`config.mk`:
```
export PLATFORM = sky130hd
export DESIGN_NAME = carry_chain_sequencer
export DESIGN_NICKNAME = d
export VERILOG_FILES = /design/src/rtl/carry_chain_sequencer.sv
export SDC_FILE = /design/constraint.sdc
export NUM_CORES = 1
export LEC_CHECK = 0
export ABC_AREA = 1
export BUFFER_PORTS_ARGS = -buffer_cell sky130_fd_sc_hd__buf_2
export CORE_UTILIZATION = 45
export CTS_CLUSTER_SIZE = 12
export DETAILED_ROUTE_END_ITERATION = 8
export PLACE_DENSITY = 0.74
export SYNTH_ARGS = -nofsm -noshare
export SYNTH_HDL_FRONTEND = slang
export SYNTH_SLANG_ARGS = --single-unit
```
`constraint.sdc`:
```
create_clock -name clk -period 9.9 [get_ports clk]
set_input_delay 0.495 -clock clk [delete_from_list [all_inputs] [get_ports clk]]
set_output_delay 0.495 -clock clk [all_outputs]
set_load 0.005 [all_outputs]
```
`src/rtl/carry_chain_sequencer.sv`:
```
// Multi-cycle add/subtract sequencer: one SLICE_W-bit ripple chain
// reused across NUM_SLICES slices, LSB slice first, carry registered.
//
// Ports:
//   clk, reset      : clock, synchronous active-high reset
//   in_valid/ready  : request handshake; in_op, in_a, in_b, in_cin
//   out_valid/ready : result handshake; out_sum, out_cout, out_ovf,
//                     out_zero
//   busy            : high while slices are being stepped
module carry_chain_sequencer #(
    parameter int SLICE_W    = 8,
    parameter int NUM_SLICES = 4,
    localparam int TW        = SLICE_W * NUM_SLICES
) (
    input  logic          clk,
    input  logic          reset,
    input  logic          in_valid,
    output logic          in_ready,
    input  logic [1:0]    in_op,
    input  logic [TW-1:0] in_a,
    input  logic [TW-1:0] in_b,
    input  logic          in_cin,
    output logic          out_valid,
    input  logic          out_ready,
    output logic [TW-1:0] out_sum,
    output logic          out_cout,
    output logic          out_ovf,
    output logic          out_zero,
    output logic          busy
);

    localparam int IW = (NUM_SLICES > 1) ? $clog2(NUM_SLICES) : 1;
    localparam logic [IW-1:0] LAST = IW'(NUM_SLICES - 1);

    localparam logic [1:0] ST_IDLE = 2'd0;
    localparam logic [1:0] ST_RUN  = 2'd1;
    localparam logic [1:0] ST_DONE = 2'd2;

    logic [1:0]    state_q, state_d;
    logic [IW-1:0] idx_q, idx_d;
    logic          carry_q, carry_d;
    logic [TW-1:0] a_q, a_d;
    logic [TW-1:0] b_q, b_d;
    logic [TW-1:0] sum_q, sum_d;
    logic          cout_q, cout_d;
    logic          ovf_q, ovf_d;
    logic          zero_q, zero_d;

    logic [SLICE_W-1:0] a_sl;
    logic [SLICE_W-1:0] b_sl;
    logic [SLICE_W-1:0] s_sl;
    logic               sl_cout;
    logic               accept;

    // Handshake: DONE forwards out_ready so a new op can enter
    // in the same cycle the previous result leaves.
    always_comb begin
        in_ready = 1'b0;
        unique case (state_q)
            ST_IDLE: in_ready = 1'b1;
            ST_RUN:  in_ready = 1'b0;
            ST_DONE: in_ready = out_ready;
            default: in_ready = 1'b0;
        endcase
    end

    assign accept = in_valid & in_ready;

    // Operand slice mux (constant indices only)
    always_comb begin
        a_sl = '0;
        b_sl = '0;
        for (int k = 0; k < NUM_SLICES; k++) begin
            if (idx_q == IW'(k)) begin
                a_sl = a_q[k*SLICE_W +: SLICE_W];
                b_sl = b_q[k*SLICE_W +: SLICE_W];
            end
        end
    end

    // One slice of ARITH-mode cells
    always_comb begin
        logic c;
        logic p;
        logic g;
        c    = carry_q;
        s_sl = '0;
        for (int i = 0; i < SLICE_W; i++) begin
            p       = a_sl[i] ^ b_sl[i];
            g       = a_sl[i] & b_sl[i];
            s_sl[i] = p ^ c;
            c       = p ? c : g;
        end
        sl_cout = c;
    end

    always_comb begin
        state_d = state_q;
        idx_d   = idx_q;
        carry_d = carry_q;
        a_d     = a_q;
        b_d     = b_q;
        sum_d   = sum_q;
        cout_d  = cout_q;
        ovf_d   = ovf_q;
        zero_d  = zero_q;

        unique case (state_q)
            ST_IDLE: ;
            ST_RUN: begin
                for (int k = 0; k < NUM_SLICES; k++) begin
                    if (idx_q == IW'(k))
                        sum_d[k*SLICE_W +: SLICE_W] = s_sl;
                end
                carry_d = sl_cout;
                if (idx_q == LAST) begin
                    state_d = ST_DONE;
                    cout_d  = sl_cout;
                    ovf_d   = (a_sl[SLICE_W-1] == b_sl[SLICE_W-1]) &&
                              (s_sl[SLICE_W-1] != a_sl[SLICE_W-1]);
                    zero_d  = (sum_d == '0);
                end else begin
                    idx_d = idx_q + 1'b1;
                end
            end
            ST_DONE: begin
                if (out_ready && !in_valid)
                    state_d = ST_IDLE;
            end
            default: state_d = ST_IDLE;
        endcase

        // in_op[0] selects subtract; in_op[1] selects external carry
        if (accept) begin
            state_d = ST_RUN;
            idx_d   = '0;
            a_d     = in_a;
            b_d     = in_op[0] ? ~in_b : in_b;
            carry_d = in_op[1] ? in_cin : in_op[0];
            sum_d   = '0;
            cout_d  = 1'b0;
            ovf_d   = 1'b0;
            zero_d  = 1'b0;
        end
    end

    always_ff @(posedge clk) begin
        if (reset) begin
            state_q <= ST_IDLE;
            idx_q   <= '0;
            carry_q <= 1'b0;
            a_q     <= '0;
            b_q     <= '0;
            sum_q   <= '0;
            cout_q  <= 1'b0;
            ovf_q   <= 1'b0;
            zero_q  <= 1'b0;
        end else begin
            state_q <= state_d;
            idx_q   <= idx_d;
            carry_q <= carry_d;
            a_q     <= a_d;
            b_q     <= b_d;
            sum_q   <= sum_d;
            cout_q  <= cout_d;
            ovf_q   <= ovf_d;
            zero_q  <= zero_d;
        end
    end

    assign out_valid = (state_q == ST_DONE);
    assign busy      = (state_q == ST_RUN);
    assign out_sum   = sum_q;
    assign out_cout  = cout_q;
    assign out_ovf   = ovf_q;
    assign out_zero  = zero_q;

endmodule

```
==> qor.txt, run 1 <==
Leakage - 0.00255 µW
CP Data Arrival Time - 7.03 ns
DRC - 0
vias - 4820
Async SR Flop Fraction - 0%
CTS Sinks - 104
Hold Fails Final Rpt - 0
synthesized area per cell - 7.43 µm²
core area - 0.0110 mm²
Synth Area in XOR/XNOR - 5.42%
Post-Syn Instances - 696
vias in the first global route - 4364
largest net degree at the start of global routing - 73
wire per inst - 14.4 µm
P_sw - 288 µW
pre-CTS WS - 3.18 ns
final setup TNS - 0 ns
Max clock buf depth - 2
total track usage - 23.0%
Area Growth Syn to Fin - 15.3%
met2 usage - 35.5%
final max-slew violation count - 0
WP data required - 10.19 ns
DRT Pass-1 Iters - 5
total CTS buffers - 9
clock latency on the worst-skew pair - 0.35 ns
Post-Syn Nets - 780
worst slew pin tran - 1.15 ns
Total Wirelength - 13200 µm
clock share of power - 36.8%
# rows - 38
max cap viols - 0
CTS tree - done
Comb pwr share - 18.0%
post_cts resized - 0
crit-path max FO - 27
skew final - 0.00905 ns
Via density - 5.26
met1 GRT Util - 32.0%
global-route wire length before repair - 21200 µm
largest family of logic cells by synthesized area - compound AO/OA/AOI/OAI gates
Fmax achieved - 148 MHz
IO Count - 109
Net Sw Frac - 28.9%
Die H - 109 µm
gpl congestion - 0.900
Root Driver - clkbuf_16
H-tree depth - 3
most used cell, CP - fa_1
status - finished clean
die area - 0.0119 mm²
min Tclk post-route - 6.74 ns
Final HPWL DP - 9610 µm
Synth Area in Adders - 4.31%
crit end category - flop
Initial Utilization - 46.9%
CP cell instances - inv_1 -> ha_1 -> inv_1 -> o221ai_1 -> a22oi_1 -> fa_1 -> fa_1 -> fa_1 -> fa_1 -> fa_1 -> fa_1 -> fa_1 -> inv_1 -> fa_1 -> inv_1 -> nand2_1 -> nand2_1 -> nand4_1 -> nor2_1 -> nand3_1 -> a21oi_2
Compound-Gate Fraction of Synth Area - 21.8%
# diodes - 0
number of DRC violations after detailed-routing iteration 0 - 451
M3 GR Usage - 4.18%
Mapped Area - 0.00517 mm²
Setup Fix Bufs, Post-CTS - 0
Crit path max-delay family - adder cells
Seq/Total Area, Yosys - 40.3%
slowest CP cell - ha_1
Layout Nets - 856
clock-pin slew on the worst setup and hold paths - 0.07 ns
fraction of the mapped netlist area in simple logic gates - 17.7%
ys flop type - dfxtp_1
min-delay worst type - input port to flop
Post-synth EDFFs - 0
mux share of post-synthesis cell area - 0.218%
input/output buffers - 108
YS warnings - 0
total power density per cell area - 167 mW/mm²
Die X - 109 µm
share of the clock period used by the worst path - 68.0%
initial antenna violation count - 0
count of final setup violators - 0
critical path class - flop to flop
commonest non-fill, non-tap cell in the layout - nand2_1
final setup margin - 3.16 ns
commonest non-fill, non-tap cells in the layout - 167 x nand2_1, 108 x buf_2, 104 x dfxtp_1
GRT overflow - 0
RSZ-0062 raised after global routing - false
VDD IR-drop max - 0.101 mV
remaining antenna violation count after routing - 0
post-synthesis register bit count - 104
Worst slew margin - 22.9%
Hold Buf Count CTS - 0
crit path buf inv count - 4
layout cells sized above 1 - 18.1%
Critical Path Max Stage Delay - 0.73 ns
CP startpoint kind - flop
Synth cell types - 36
Int Pwr - 710 µW
layer with the highest usage - met2
sequential power share - 45.2%
## cell type report
| class | instances | area, µm² |
|---|---|---|
| fillers | 1086 | 5070 |
| multi-input cells | 475 | 2560 |
| flip-flops and latches | 104 | 2080 |
| repair buffers | 112 | 571 |
| inverters | 70 | 268 |
| clock buffers | 11 | 243 |
| well taps | 140 | 175 |
| clock inverters | 5 | 63.8 |
## synthesized netlist by cell type (8+ instances only)
| cell | number | area [µm²] |
|---|---|---|
| o21ai_1 | 8 | 40.0 |
| o221ai_1 | 10 | 87.6 |
| xor2_1 | 27 | 236 |
| o21ai_0 | 66 | 330 |
| nand3_1 | 27 | 135 |
| clkbuf_1 | 15 | 56.3 |
| dfxtp_1 | 104 | 2080 |
| buf_2 | 20 | 100 |
| a22oi_1 | 8 | 60.1 |
| inv_1 | 65 | 244 |
| fa_1 | 8 | 160 |
| nand2_1 | 167 | 627 |
| a21oi_1 | 81 | 405 |
| nor2_1 | 26 | 97.6 |
## worst reg2reg max path: stages (launching register included)
cell      delay [ns]
dfxtp_1         0.34
inv_1           0.11
ha_1            0.73
inv_1           0.56
o221ai_1        0.22
a22oi_1         0.13
fa_1            0.47
fa_1            0.48
fa_1            0.46
fa_1            0.47
fa_1            0.48
fa_1            0.48
fa_1            0.44
inv_1           0.09
fa_1            0.47
inv_1           0.11
nand2_1         0.07
nand2_1         0.11
nand4_1         0.09
nor2_1          0.15
nand3_1         0.10
a21oi_2         0.11
## flip-flops by register name, summed over array words and instances (netlist names)
register	cells
a_q	32
b_q	32
carry_q	1
idx_q	2
out_cout	1
out_ovf	1
out_sum	32
out_zero	1
state_q	2
## stage by stage
stage	hold WS, ns	std cells	cell area [µm²]	total power [µW]	utilization [%]
floorplan	0.423	696	5170	583	-
global placement	0.448	901	5660	634	51.3
detailed placement	0.452	901	5660	638	51.3
CTS	0.385	917	5960	999	54.0
global route	0.404	917	5960	1040	54.0
finish	0.390	917	5960	998	54.0
## cells by family after synthesis
logic type      count (synthesis)
flops                         104
compound gates                200
mux                             1
xor+xnor                       32
simple gates                  229
buf+inv                       117
fa+ha+maj                      13
## final timing paths
path / startpoint / to / slack [ns] / cells after the start
max: idx_q[0] / out_zero / 3.16 / 21
max reg2reg: idx_q[0] / out_zero / 3.16 / 21
min: in_a[5] / a_q[5] / 0.39 / 3
min reg2reg: a_q[2] / a_q[2] / 0.46 / 2
## power groups by stage
stage	clock (µW)	combinational, µW	sequential, µW
global placement	0	174	460
detailed placement	0	178	460
finish	367	180	451
global route	387	200	453
floorplan	0	125	458
CTS	370	179	451
## routing by layer
layer / routed length, µm / vias to the layer above
li1: - / 2427
met1: 6090 / 2196
met2: 6050 / 181
met3: 896 / 16
met4: 205 / 0
met5: 0 / -
No activity file was read; power rests on OpenSTA's default activity.
==> run 2, diff against run 1 <==
PLACE_DENSITY = 0.76   (was 0.74)
clock period = 6.1 ns   (was 9.9 ns; I/O delays follow)
==> run 2 against run 1 <==
  * Count of clock-buffer cells in the layout unchanged
  * Fmax up 17%
  * Clock skew up 0.0018 ns
  * Utilization up 0.68 points
  * Power up 63%
==> qor.txt, run 2 (synthesis results as in run 1) <==
status - finished clean
CTS tree - done
Fmax achieved - 173 MHz (+17%)
# diodes - 0 (unchanged)
crit-path max FO - 14 (-48%)
WP data required - 6.39 ns (-3.80 ns)
DRT Pass-1 Iters - 5 (unchanged)
pre-CTS WS - 0.158 ns (-3.02 ns)
global-route wire length before repair - 21500 µm (+1.4%)
post_cts resized - 0 (unchanged)
commonest non-fill, non-tap cell in the layout - nand2_1
GRT overflow - 0 (unchanged)
Initial Utilization - 46.9% (unchanged)
Root Driver - clkbuf_16
Die H - 109 µm (unchanged)
fin area - 0.00604 mm² (+1.3%)
IO Count - 109 (unchanged)
commonest non-fill, non-tap cells in the layout - 166 x nand2_1, 108 x buf_2, 104 x dfxtp_1
remaining antenna violation count after routing - 0 (unchanged)
Leakage - 0.00260 µW (+1.9%)
total CTS buffers - 9 (unchanged)
critical path class - flop to flop
Hold Buf Count CTS - 0 (unchanged)
Area after DPL - 0.00572 mm² (+1.1%)
number of DRC violations after detailed-routing iteration 0 - 333 (-26%)
Hold Fails Final Rpt - 0 (unchanged)
# rows - 38 (unchanged)
min-delay worst type - input port to flop
clock latency on the worst-skew pair - 0.35 ns (about the same)
Min Hold Slack - 0.205 ns (-0.185 ns)
largest net degree at the start of global routing - 73 (unchanged)
max cap viols - 0 (unchanged)
min Tclk post-route - 5.78 ns (-0.960 ns)
H-tree depth - 3 (unchanged)
layout cells sized above 1 - 19.3% (+1.2 points)
Area Growth Syn to Fin - 16.7%
Final HPWL DP - 9600 µm (-0.17%)
vias - 4867 (+0.98%)
vias in the first global route - 4405 (+0.94%)
count of final setup violators - 0 (unchanged)
CP startpoint kind - flop
clock-pin slew on the worst setup and hold paths - 0.07 ns (about the same)
Via density - 5.26 (about the same)
gpl congestion - 0.874 (-2.9%)
wire per inst - 14.3 µm (-1.1%)
RSZ-0062 raised after global routing - false
total track usage - 23.1% (+0.10 points)
total power density per cell area - 270 mW/mm² (+61%)
Worst slew margin - 24.8% (+1.8 points)
DRC - 0 (unchanged)
Core Util, Final - 54.7% (+0.68 points)
Layout Nets - 865 (+1.1%)
CP Data Arrival Time - 6.07 ns (-0.96 ns)
die area - 0.0119 mm² (unchanged)
Max clock buf depth - 2 (unchanged)
Setup Fix Bufs, Post-CTS - 0 (unchanged)
crit end category - flop
CTS Sinks - 104 (unchanged)
share of the clock period used by the worst path - 94.7% (+27 points)
skew final - 0.0108 ns (+0.00175 ns)
final max-slew violation count - 0 (unchanged)
input/output buffers - 108 (unchanged)
final setup TNS - 0 ns (unchanged)
Die X - 109 µm (unchanged)
VDD IR-drop max - 0.127 mV (+25%)
core area - 0.0110 mm² (unchanged)
worst slew pin tran - 1.13 ns (-0.0277 ns)
final setup margin - 0.323 ns (-2.84 ns)
Total Wirelength - 13200 µm (about the same)
initial antenna violation count - 0 (unchanged)
[run 2: area by class of cell]
cell class,count,area [µm²]
fill,1085,4990
timing repair inverter,1,5.00
timing repair buffer,120,631
clock buffer,11,253
sequential,104,2080
multi-input combinational,475,2560
clock inverter,5,61.3
tap,140,175
inverter,70,268
[run 2: worst paths after layout]
kind	from	endpoint	slack (ns)	cells after the start
max reg2reg	idx_q[1]	out_zero	0.32	22
max	idx_q[1]	out_zero	0.32	22
min	in_a[30]	a_q[30]	0.21	3
min reg2reg	a_q[10]	a_q[10]	0.46	2
[run 2: per-stage QoR]
stage,instances,power (µW)
floorplan,696,946
global placement,909,1030
detailed placement,909,1040
CTS,925,1630
global route,926,1700
finish,926,1630
[run 2: worst max-delay path, cell delays in order, from the launching register on]
cell and delay (ns):
dfxtp_1 0.39, inv_1 0.09, ha_1 0.27, clkinv_4 0.14, nand2_2 0.12, o221ai_1 0.17, a22oi_1 0.12, fa_1 0.43
fa_1 0.49, fa_1 0.46, fa_1 0.46, fa_1 0.47, fa_1 0.46, fa_1 0.42, inv_1 0.09, fa_1 0.46
inv_1 0.10, nand2_1 0.07, nand2_1 0.08, nand4_1 0.09, nor2_1 0.15, nand3_1 0.10, a21oi_2 0.11
[run 2: report_power, final]
group	switching [µW]	internal, µW
registers	15.3	717
clock network	259	344
logic	190	104
[run 2: per-layer routing]
metal | vias to the layer above | GRT usage, % | part of all wire (%)
met2 | 195 | 36.5 | 46
li1 | 2447 | - | -
met5 | - | 0 | 0
met4 | 0 | 5.52 | 1.5
met1 | 2207 | 32.3 | 45
met3 | 18 | 4.60 | 8.1
